--- src/rtl/mem_bus_arbiter.sv ---
// mem_bus_arbiter: shares one word-addressed memory port between the fetch port
// (read-only) and the data port (read/write with byte lanes). Every requester strobe
// is captured into a per-port pending slot; one transaction is in flight at a time.
//
// Handshake: requesters raise a one-cycle enable strobe with address/data valid in
// that cycle and receive exactly one one-cycle ack later (read data valid only while
// the ack is high). Toward memory, m_read_enable/m_write_enable is a one-cycle strobe
// and the memory answers with a one-cycle m_read_ack/m_write_ack; acks are accepted
// only while the arbiter is waiting for one.
module mem_bus_arbiter #(
  parameter int unsigned TIMEOUT       = 64,
  parameter bit          DATA_PRIORITY = 1'b1
) (
  input  logic        clk,
  input  logic        rst,
  input  logic [31:0] i_address,
  input  logic        i_read_enable,
  output logic [31:0] i_read_data,
  output logic        i_read_ack,
  input  logic [31:0] d_address,
  input  logic        d_read_enable,
  input  logic        d_write_enable,
  input  logic [3:0]  d_write_byte_enable,
  input  logic [31:0] d_write_data,
  output logic [31:0] d_read_data,
  output logic        d_read_ack,
  output logic        d_write_ack,
  output logic [31:0] m_address,
  output logic        m_read_enable,
  output logic        m_write_enable,
  output logic [3:0]  m_write_byte_enable,
  output logic [31:0] m_write_data,
  input  logic [31:0] m_read_data,
  input  logic        m_read_ack,
  input  logic        m_write_ack,
  output logic        busy,
  output logic        bus_error,
  output logic [1:0]  state_dbg
);

  typedef enum logic [1:0] {
    ST_IDLE  = 2'd0,
    ST_ISSUE = 2'd1,
    ST_WAIT  = 2'd2
  } state_e;

  localparam int unsigned    CW         = $clog2(TIMEOUT);
  localparam logic [CW-1:0]  CNT_LAST   = CW'(TIMEOUT - 1);
  localparam logic [31:0]    ABORT_DATA = 32'hDEAD_BEEF;
  localparam logic           OWN_FETCH  = 1'b0;
  localparam logic           OWN_DATA   = 1'b1;

  state_e         state_q, state_d;
  logic           owner_q, owner_d;
  logic           op_wr_q, op_wr_d;
  logic           rr_last_q, rr_last_d;
  logic [CW-1:0]  cnt_q, cnt_d;
  logic [31:0]    m_addr_q, m_addr_d;
  logic [3:0]     m_be_q, m_be_d;
  logic [31:0]    m_wdata_q, m_wdata_d;

  logic           f_valid_q, f_valid_d;
  logic [31:0]    f_addr_q, f_addr_d;
  logic           d_valid_q, d_valid_d;
  logic [31:0]    d_addr_q, d_addr_d;
  logic           d_wr_q, d_wr_d;
  logic [3:0]     d_be_q, d_be_d;
  logic [31:0]    d_data_q, d_data_d;
  logic           bus_error_q, bus_error_d;

  logic           in_wait;
  logic           ack_match;
  logic           timeout;
  logic           f_done;
  logic           d_done;
  logic           grant_data;
  logic [31:0]    ret_data;

  // Completion decode: a matching ack wins over a timeout landing in the same cycle.
  always_comb begin
    in_wait    = (state_q == ST_WAIT);
    ack_match  = in_wait && (op_wr_q ? m_write_ack : m_read_ack);
    timeout    = in_wait && !ack_match && (cnt_q == CNT_LAST);
    f_done     = (ack_match || timeout) && (owner_q == OWN_FETCH);
    d_done     = (ack_match || timeout) && (owner_q == OWN_DATA);
    ret_data   = ack_match ? m_read_data : ABORT_DATA;
    grant_data = d_valid_q && (!f_valid_q || DATA_PRIORITY || (rr_last_q == OWN_FETCH));
  end

  // Pending-slot capture: a completing slot may be reloaded in the same cycle.
  always_comb begin
    f_valid_d   = f_valid_q;
    f_addr_d    = f_addr_q;
    d_valid_d   = d_valid_q;
    d_addr_d    = d_addr_q;
    d_wr_d      = d_wr_q;
    d_be_d      = d_be_q;
    d_data_d    = d_data_q;
    bus_error_d = bus_error_q;
    if (f_done) f_valid_d = 1'b0;
    if (d_done) d_valid_d = 1'b0;
    if (i_read_enable) begin
      if (!f_valid_q || f_done) begin
        f_valid_d = 1'b1;
        f_addr_d  = i_address;
      end else begin
        bus_error_d = 1'b1;
      end
    end
    if (d_read_enable || d_write_enable) begin
      if (d_read_enable && d_write_enable) bus_error_d = 1'b1;
      if (!d_valid_q || d_done) begin
        d_valid_d = 1'b1;
        d_addr_d  = d_address;
        d_wr_d    = d_write_enable;
        d_be_d    = d_write_byte_enable;
        d_data_d  = d_write_data;
      end else begin
        bus_error_d = 1'b1;
      end
    end
    if (timeout) bus_error_d = 1'b1;
  end

  // Arbitration FSM next state: grant in IDLE, one-cycle strobe in ISSUE, watchdog in WAIT.
  always_comb begin
    state_d   = state_q;
    owner_d   = owner_q;
    op_wr_d   = op_wr_q;
    rr_last_d = rr_last_q;
    cnt_d     = cnt_q;
    m_addr_d  = m_addr_q;
    m_be_d    = m_be_q;
    m_wdata_d = m_wdata_q;
    unique case (state_q)
      ST_IDLE: begin
        if (f_valid_q || d_valid_q) begin
          state_d   = ST_ISSUE;
          owner_d   = grant_data ? OWN_DATA : OWN_FETCH;
          op_wr_d   = grant_data && d_wr_q;
          m_addr_d  = grant_data ? d_addr_q : f_addr_q;
          m_be_d    = grant_data ? d_be_q : 4'h0;
          m_wdata_d = grant_data ? d_data_q : 32'h0;
        end
      end
      ST_ISSUE: begin
        state_d = ST_WAIT;
        cnt_d   = '0;
      end
      ST_WAIT: begin
        cnt_d = cnt_q + CW'(1);
        if (ack_match) begin
          state_d   = ST_IDLE;
          rr_last_d = owner_q;
        end else if (timeout) begin
          state_d = ST_IDLE;
        end
      end
      default: state_d = ST_IDLE;
    endcase
  end

  // State and slot registers, synchronous active-high reset.
  always_ff @(posedge clk) begin
    if (rst) begin
      state_q     <= ST_IDLE;
      owner_q     <= OWN_FETCH;
      op_wr_q     <= 1'b0;
      rr_last_q   <= OWN_FETCH;
      cnt_q       <= '0;
      m_addr_q    <= 32'h0;
      m_be_q      <= 4'h0;
      m_wdata_q   <= 32'h0;
      f_valid_q   <= 1'b0;
      f_addr_q    <= 32'h0;
      d_valid_q   <= 1'b0;
      d_addr_q    <= 32'h0;
      d_wr_q      <= 1'b0;
      d_be_q      <= 4'h0;
      d_data_q    <= 32'h0;
      bus_error_q <= 1'b0;
    end else begin
      state_q     <= state_d;
      owner_q     <= owner_d;
      op_wr_q     <= op_wr_d;
      rr_last_q   <= rr_last_d;
      cnt_q       <= cnt_d;
      m_addr_q    <= m_addr_d;
      m_be_q      <= m_be_d;
      m_wdata_q   <= m_wdata_d;
      f_valid_q   <= f_valid_d;
      f_addr_q    <= f_addr_d;
      d_valid_q   <= d_valid_d;
      d_addr_q    <= d_addr_d;
      d_wr_q      <= d_wr_d;
      d_be_q      <= d_be_d;
      d_data_q    <= d_data_d;
      bus_error_q <= bus_error_d;
    end
  end

  // Output drive: memory strobes only in ISSUE, requester acks/data only in the completion cycle.
  always_comb begin
    m_address           = m_addr_q;
    m_write_byte_enable = m_be_q;
    m_write_data        = m_wdata_q;
    m_read_enable       = (state_q == ST_ISSUE) && !op_wr_q;
    m_write_enable      = (state_q == ST_ISSUE) && op_wr_q;
    i_read_ack          = f_done;
    i_read_data         = f_done ? ret_data : 32'h0;
    d_read_ack          = d_done && !op_wr_q;
    d_write_ack         = d_done && op_wr_q;
    d_read_data         = (d_done && !op_wr_q) ? ret_data : 32'h0;
    busy                = (state_q != ST_IDLE) || f_valid_q || d_valid_q;
    bus_error           = bus_error_q;
    state_dbg           = state_q;
  end

endmodule
--- config.mk ---
export PLATFORM = sky130hd
export DESIGN_NAME = mem_bus_arbiter
export DESIGN_NICKNAME = d
export VERILOG_FILES = /design/src/rtl/mem_bus_arbiter.sv
export SDC_FILE = /design/constraint.sdc
export NUM_CORES = 1
export LEC_CHECK = 0
export ABC_AREA = 1
export CAP_MARGIN = 40
export CORE_MARGIN = 2
export CORE_UTILIZATION = 49
export CTS_BUF_LIST = sky130_fd_sc_hd__clkbuf_8
export DETAILED_ROUTE_END_ITERATION = 6
export GPL_TIMING_DRIVEN = 0
export PLACE_DENSITY = 0.88
export SYNTH_ARGS = -nofsm -noshare
export SYNTH_HDL_FRONTEND = slang
export SYNTH_SLANG_ARGS = --single-unit
--- constraint.sdc ---
create_clock -name clk -period 2.7 [get_ports clk]
set_input_delay 0.27 -clock clk [delete_from_list [all_inputs] [get_ports clk]]
set_output_delay 0.27 -clock clk [all_outputs]
set_load 0.05 [all_outputs]
== Word-level counts from Yosys, hierarchy flattened ==
Cells that the tools add are included.
W data, S select, Z words.
Operators by class
  mux-type cells: 25
  bitwise gates (word level): 1
  reductions and logical operators: 29
  $add $sub $neg: 1
  equal/unequal tests: 5
Operators with widths (number)
  $mux W32: 5
  $mux W1: 14
  $pmux W6 S2: 1
  $logic_and A1 B1 Y1: 11
  $reduce_and A2 Y1: 4
  $logic_or A1 B1 Y1: 7
  $add A6 B1 Y6 const B: 1
  $eq A6 B6 Y1 const B: 1
  $mux W2: 3
  $pmux W2 S3: 1
  $logic_not A1 Y1: 4
  $mux W4: 1
  $reduce_bool A2 Y1: 2
  $ne A3 B1 Y1 const B: 1
  $eq A2 B1 Y1 const B: 1
  $eq A2 B2 Y1 const B: 1
  $logic_not A2 Y1: 1
  $ne A2 B2 Y1 const B: 1
  $not A1 Y1: 1
Storage, ports and cells
  word-level logic and storage cells: 76
  bits in registers: 182

== Logic depth before layout (Yosys ltp) ==
  word-level depth: 14
  gate-level depth with buffers: 12

== Least setup slack after synthesis ==
OpenSTA, ideal clock, no wires.
  path kind: reg2out
  start: register state_q[1] (netlist: state_dbg[1])
  end: output d_read_data[10]
  stages on the path, launching flop included: 7
  slack: 0.078 ns
  arrival: 2.352 ns
  data required time: 2.430 ns
  cell sequence: dfxtp_1 -> ha_1 -> inv_1 -> a21oi_4 -> nand3_1 -> clkbuf_1 -> a21oi_1
On the way
  longest elaborated chain between the ends: 9
  elaborated cells between the ends (all ways): 10
  those cells by class: 1 x eq/ne; 2 x mux; 7 x reduce/logical
RTL lines
  start, declared: line 53  | state_e state_q, state_d;
  start signal, assigned: line 183  | state_q <= state_d;
  $eq A2 B2 Y1 *
  $logic_and A1 B1 Y1: line 82  | ack_match = in_wait && (op_wr_q ? m_write_ack : m_read_ack);
  $logic_not A1 Y1: line 83  | timeout = in_wait && !ack_match && (cnt_q == CNT_LAST);
  $logic_and A1 B1 Y1 (2 in a row): line 83
  $logic_or A1 B1 Y1: line 85  | d_done = (ack_match || timeout) && (owner_q == OWN_DATA);
  $logic_and A1 B1 Y1: line 85
  $logic_and A1 B1 Y1: line 213  | d_read_data = (d_done && !op_wr_q) ? ret_data : 32'h0;
  $mux W32 *: line 213
  end, declared: line 25  | output logic [31:0] d_read_data,
Mark *: on every way between the ends. The rest lies on a longest branch, timed or not.

== Worst setup path after layout ==
  start: register cnt_q[0]
  end: output d_read_data[10]
On the way
  longest elaborated chain between the ends: 6
RTL lines
  start, declared: line 57  | logic [CW-1:0] cnt_q, cnt_d;
  start signal, assigned: line 187  | cnt_q <= cnt_d;
  $eq A6 B6 Y1: line 83
  $logic_and A1 B1 Y1: line 83
  $logic_or A1 B1 Y1: line 85
  $logic_and A1 B1 Y1: line 85
  $logic_and A1 B1 Y1: line 213
  $mux W32: line 213
No other way between the ends.

==> results.md <==
* Nets@finish at 1443
* Slew @ Worst Pin at 0.612 ns
* Vias/cell at 5.44
* Post-Route WL at 24800 µm
* DR iter-0 viols at 645
* IO buf count at 277
* CTS clk-pin slew, worst paths at 0.09 ns
* Number of global-route vias before repair at 7688
* CTS Hold Bufs at 0
* Mux share of post-synthesis cell area at 0%
* DR DRC count at 0
* Largest net degree at the start of global routing at 17
* Cells after Synth at 1001
* Peak Freq at 383 MHz
* RSZ-0062 raised after global routing: yes
* DPL Wire Length at 18400 µm
* R2R cell count at 7
* CP required at 2.43 ns
* All-layer global routing usage at 30.0%
* Worst-path fanout max at 10
* CTS tree: yes
* Seq/Total Area, Yosys at 49.3%
* Inst Count DP at 1462
* Hold depth at 3
* Setup Skew at 0.0116 ns
* Crit end category: primary output
* Post-Route Setup TNS at 0 ns
* Final Non-Filler Cells at 1499
* Initial core utilization at 50.5%
* Hold Violations, Final at 0
* Synth Area in Compound Gates at 18.7%
* Prevailing post-synth register cell: dfxtp_1
* Share of post-route cells with drive strength above 1 at 11.1%
* Syn nets at 1145
* Synth Area in Simple Gates at 23.1%
* Clock Latency Late Sink at 0.46 ns
* Die width at 127 µm
* Synth Area in XOR/XNOR at 0.119%
* Area grow syn2layout at 43.2%
* Post-synth EDFFs at 0
* Slew Viols, Final at 0
* H-tree level count at 4
* Final worst-path cycle share at 96.6%
* Clock Tree Root: clkbuf_8
* Chip height at 127 µm
* CP startpoint kind: flip-flop
* Main combinational cell family by area after synthesis: simple AND/OR/NAND/NOR gates
* Via count at 8152
* Post-route ant nets at 0
* Clk sink count at 182
* FFs w/ async S/R, synth at 0%
* Inserted Clock Buffers at 17
* Mapped Area at 0.00739 mm²
* Adder-cell area share of the yosys netlist at 0.847%
* GP Congestion at 0.856
* Final setup fails at 0
* Arrival @ worst endpoint at 2.34 ns
* P_leak at 4.32 nW
* Num rows at 44
* Bufs on Longest Clock Path at 2
* WL/cell at 16.5 µm
* Minimum clock period at 2.61 ns
* Syn Area/Cell at 7.38 µm²
* Library cells used by synthesis at 24
* Iteration count of the initial detailed-routing pass at 5
* Total power at 6.94 mW
* Core Box Area at 0.0146 mm²
* Peak VDD IR at 372 µV
* GRT overflow at 0
* YS warnings at 0
* CP Class: flip-flop to primary output
* First-pass GRT wire length at 38200 µm
* Fillcell total at 1219
* Antenna violations before repair at 4
* Total of max-cap violations at 0
* Worst Hold Class: primary input to flip-flop
* Io pins at 280
* Outcome: finished clean
* Slew headroom at 59.2%
* Register bit count reported by yosys at 182
* PwrDens at 656 mW/mm²
* Total die area at 0.0161 mm²
## worst max-delay path, stage by stage (launching register included)
cell and delay, ns:
dfxtp_1 0.37, ha_1 0.21, nand2_1 0.07, inv_1 0.07, nand2_1 0.11, a21oi_4 0.19
nand3_2 0.19, clkbuf_4 0.26, a21oi_1 0.19, buf_4 0.24
## routing by layer
layer | up-vias | wire length, µm | GRT usage, %
li1 | 3926 | - | -
met1 | 3767 | 9560 | 34.3
met2 | 397 | 12100 | 51.8
met3 | 62 | 2120 | 7.63
met4 | 0 | 1020 | 15.4
met5 | - | 0 | 0
## through the flow
| step | instance area (µm²) | worst slack, ns | util, % | hold slack [ns] |
|---|---|---|---|---|
| after floorplan | 7390 | 0.0780 | - | 0.418 |
| after global placement | 10400 | -0.375 | 71.0 | 0.446 |
| after detailed placement | 10400 | -0.387 | 71.0 | 0.451 |
| after CTS | 10600 | -0.0571 | 72.6 | 0.302 |
| after global routing | 10600 | -0.0604 | 72.3 | 0.354 |
| final | 10600 | 0.0919 | 72.3 | 0.320 |
## cell families after synthesis
group	Yosys count
compound gates	264
xor+xnor	1
fa+ha+maj	5
buf+inv	140
flops	182
simple gates	409
## cells in the final DEF (no fill, tap or decap), drive strengths merged, types with 2 or more instances in the layout
master         count
a31oi             32
nor2              19
nor3               5
diode              4
clkdlybuf4s50    209
bufinv             2
o21ai             34
clkinv             6
clkbuf            99
nand2            271
a21oi            196
ha                 5
nand3            114
buf               69
inv               59
dfxtp            182
dlygate4sd2        4
## timing repair
| item | CTS | global route |
|---|---|---|
| endpoints found under the setup margin | 67 | 64 |
| buffers inserted | 0 | 2 |
| gates resized for setup | 262 | 82 |
| pin swaps | 0 | 1 |
## synthesized netlist by cell type, types with 3 or more instances
master	n	share of area (%)
dfxtp_1	182	49
nand2_2	3	0.25
nand2_1	266	14
o21ai_0	33	2.2
a31oi_1	32	2.7
buf_4	3	0.30
inv_1	53	2.7
nor3_1	5	0.34
nor2_1	18	0.91
buf_2	28	1.9
ha_1	5	0.85
inv_2	3	0.15
a21oi_1	195	13
nand3_1	114	7.7
clkbuf_1	49	2.5
## cell type report
type,count,area (µm²),area share (%)
antenna,4,10.0,0.0946
buffer,82,380,3.59
clock buffer,21,289,2.73
clock inverter,10,106,1.00
inverter,58,219,2.07
multi-input combinational,679,3170,30.0
sequential,182,3640,34.4
tap,184,230,2.18
timing repair buffer,279,2530,23.9
## sequential cells by signal, indices dropped and copies added (netlist names)
signal / count
d_addr_q: 32
d_data_q: 32
f_addr_q: 32
m_address: 32
m_write_data: 32
cnt_q: 6
d_be_q: 4
m_write_byte_enable: 4
state_dbg: 2
bus_error: 1
d_valid_q: 1
d_wr_q: 1
f_valid_q: 1
op_wr_q: 1
owner_q: 1
## power breakdown
group          total (mW)  internal (mW)  leakage (nW)  switching (mW)
registers            3.04           2.91          1.49           0.130
clock network        1.84          0.906         0.211           0.933
logic                2.06          0.692          2.62            1.37
total                6.94           4.51          4.32            2.43
## worst paths after layout
path,slack (ns),end,startpoint
worst max-delay path,0.09,d_read_data[10],cnt_q[0]$_SDFFE_PP0P_
worst min-delay path,0.32,f_addr_q[31]$_SDFFE_PP0P_,i_read_enable
worst max register to register,0.58,m_address[5]$_SDFFE_PP0P_,d_valid_q$_SDFF_PP0_
worst min register to register,0.46,d_addr_q[31]$_SDFFE_PP0P_,d_addr_q[31]$_SDFFE_PP0P_
(Power assumes the default switching activity.)
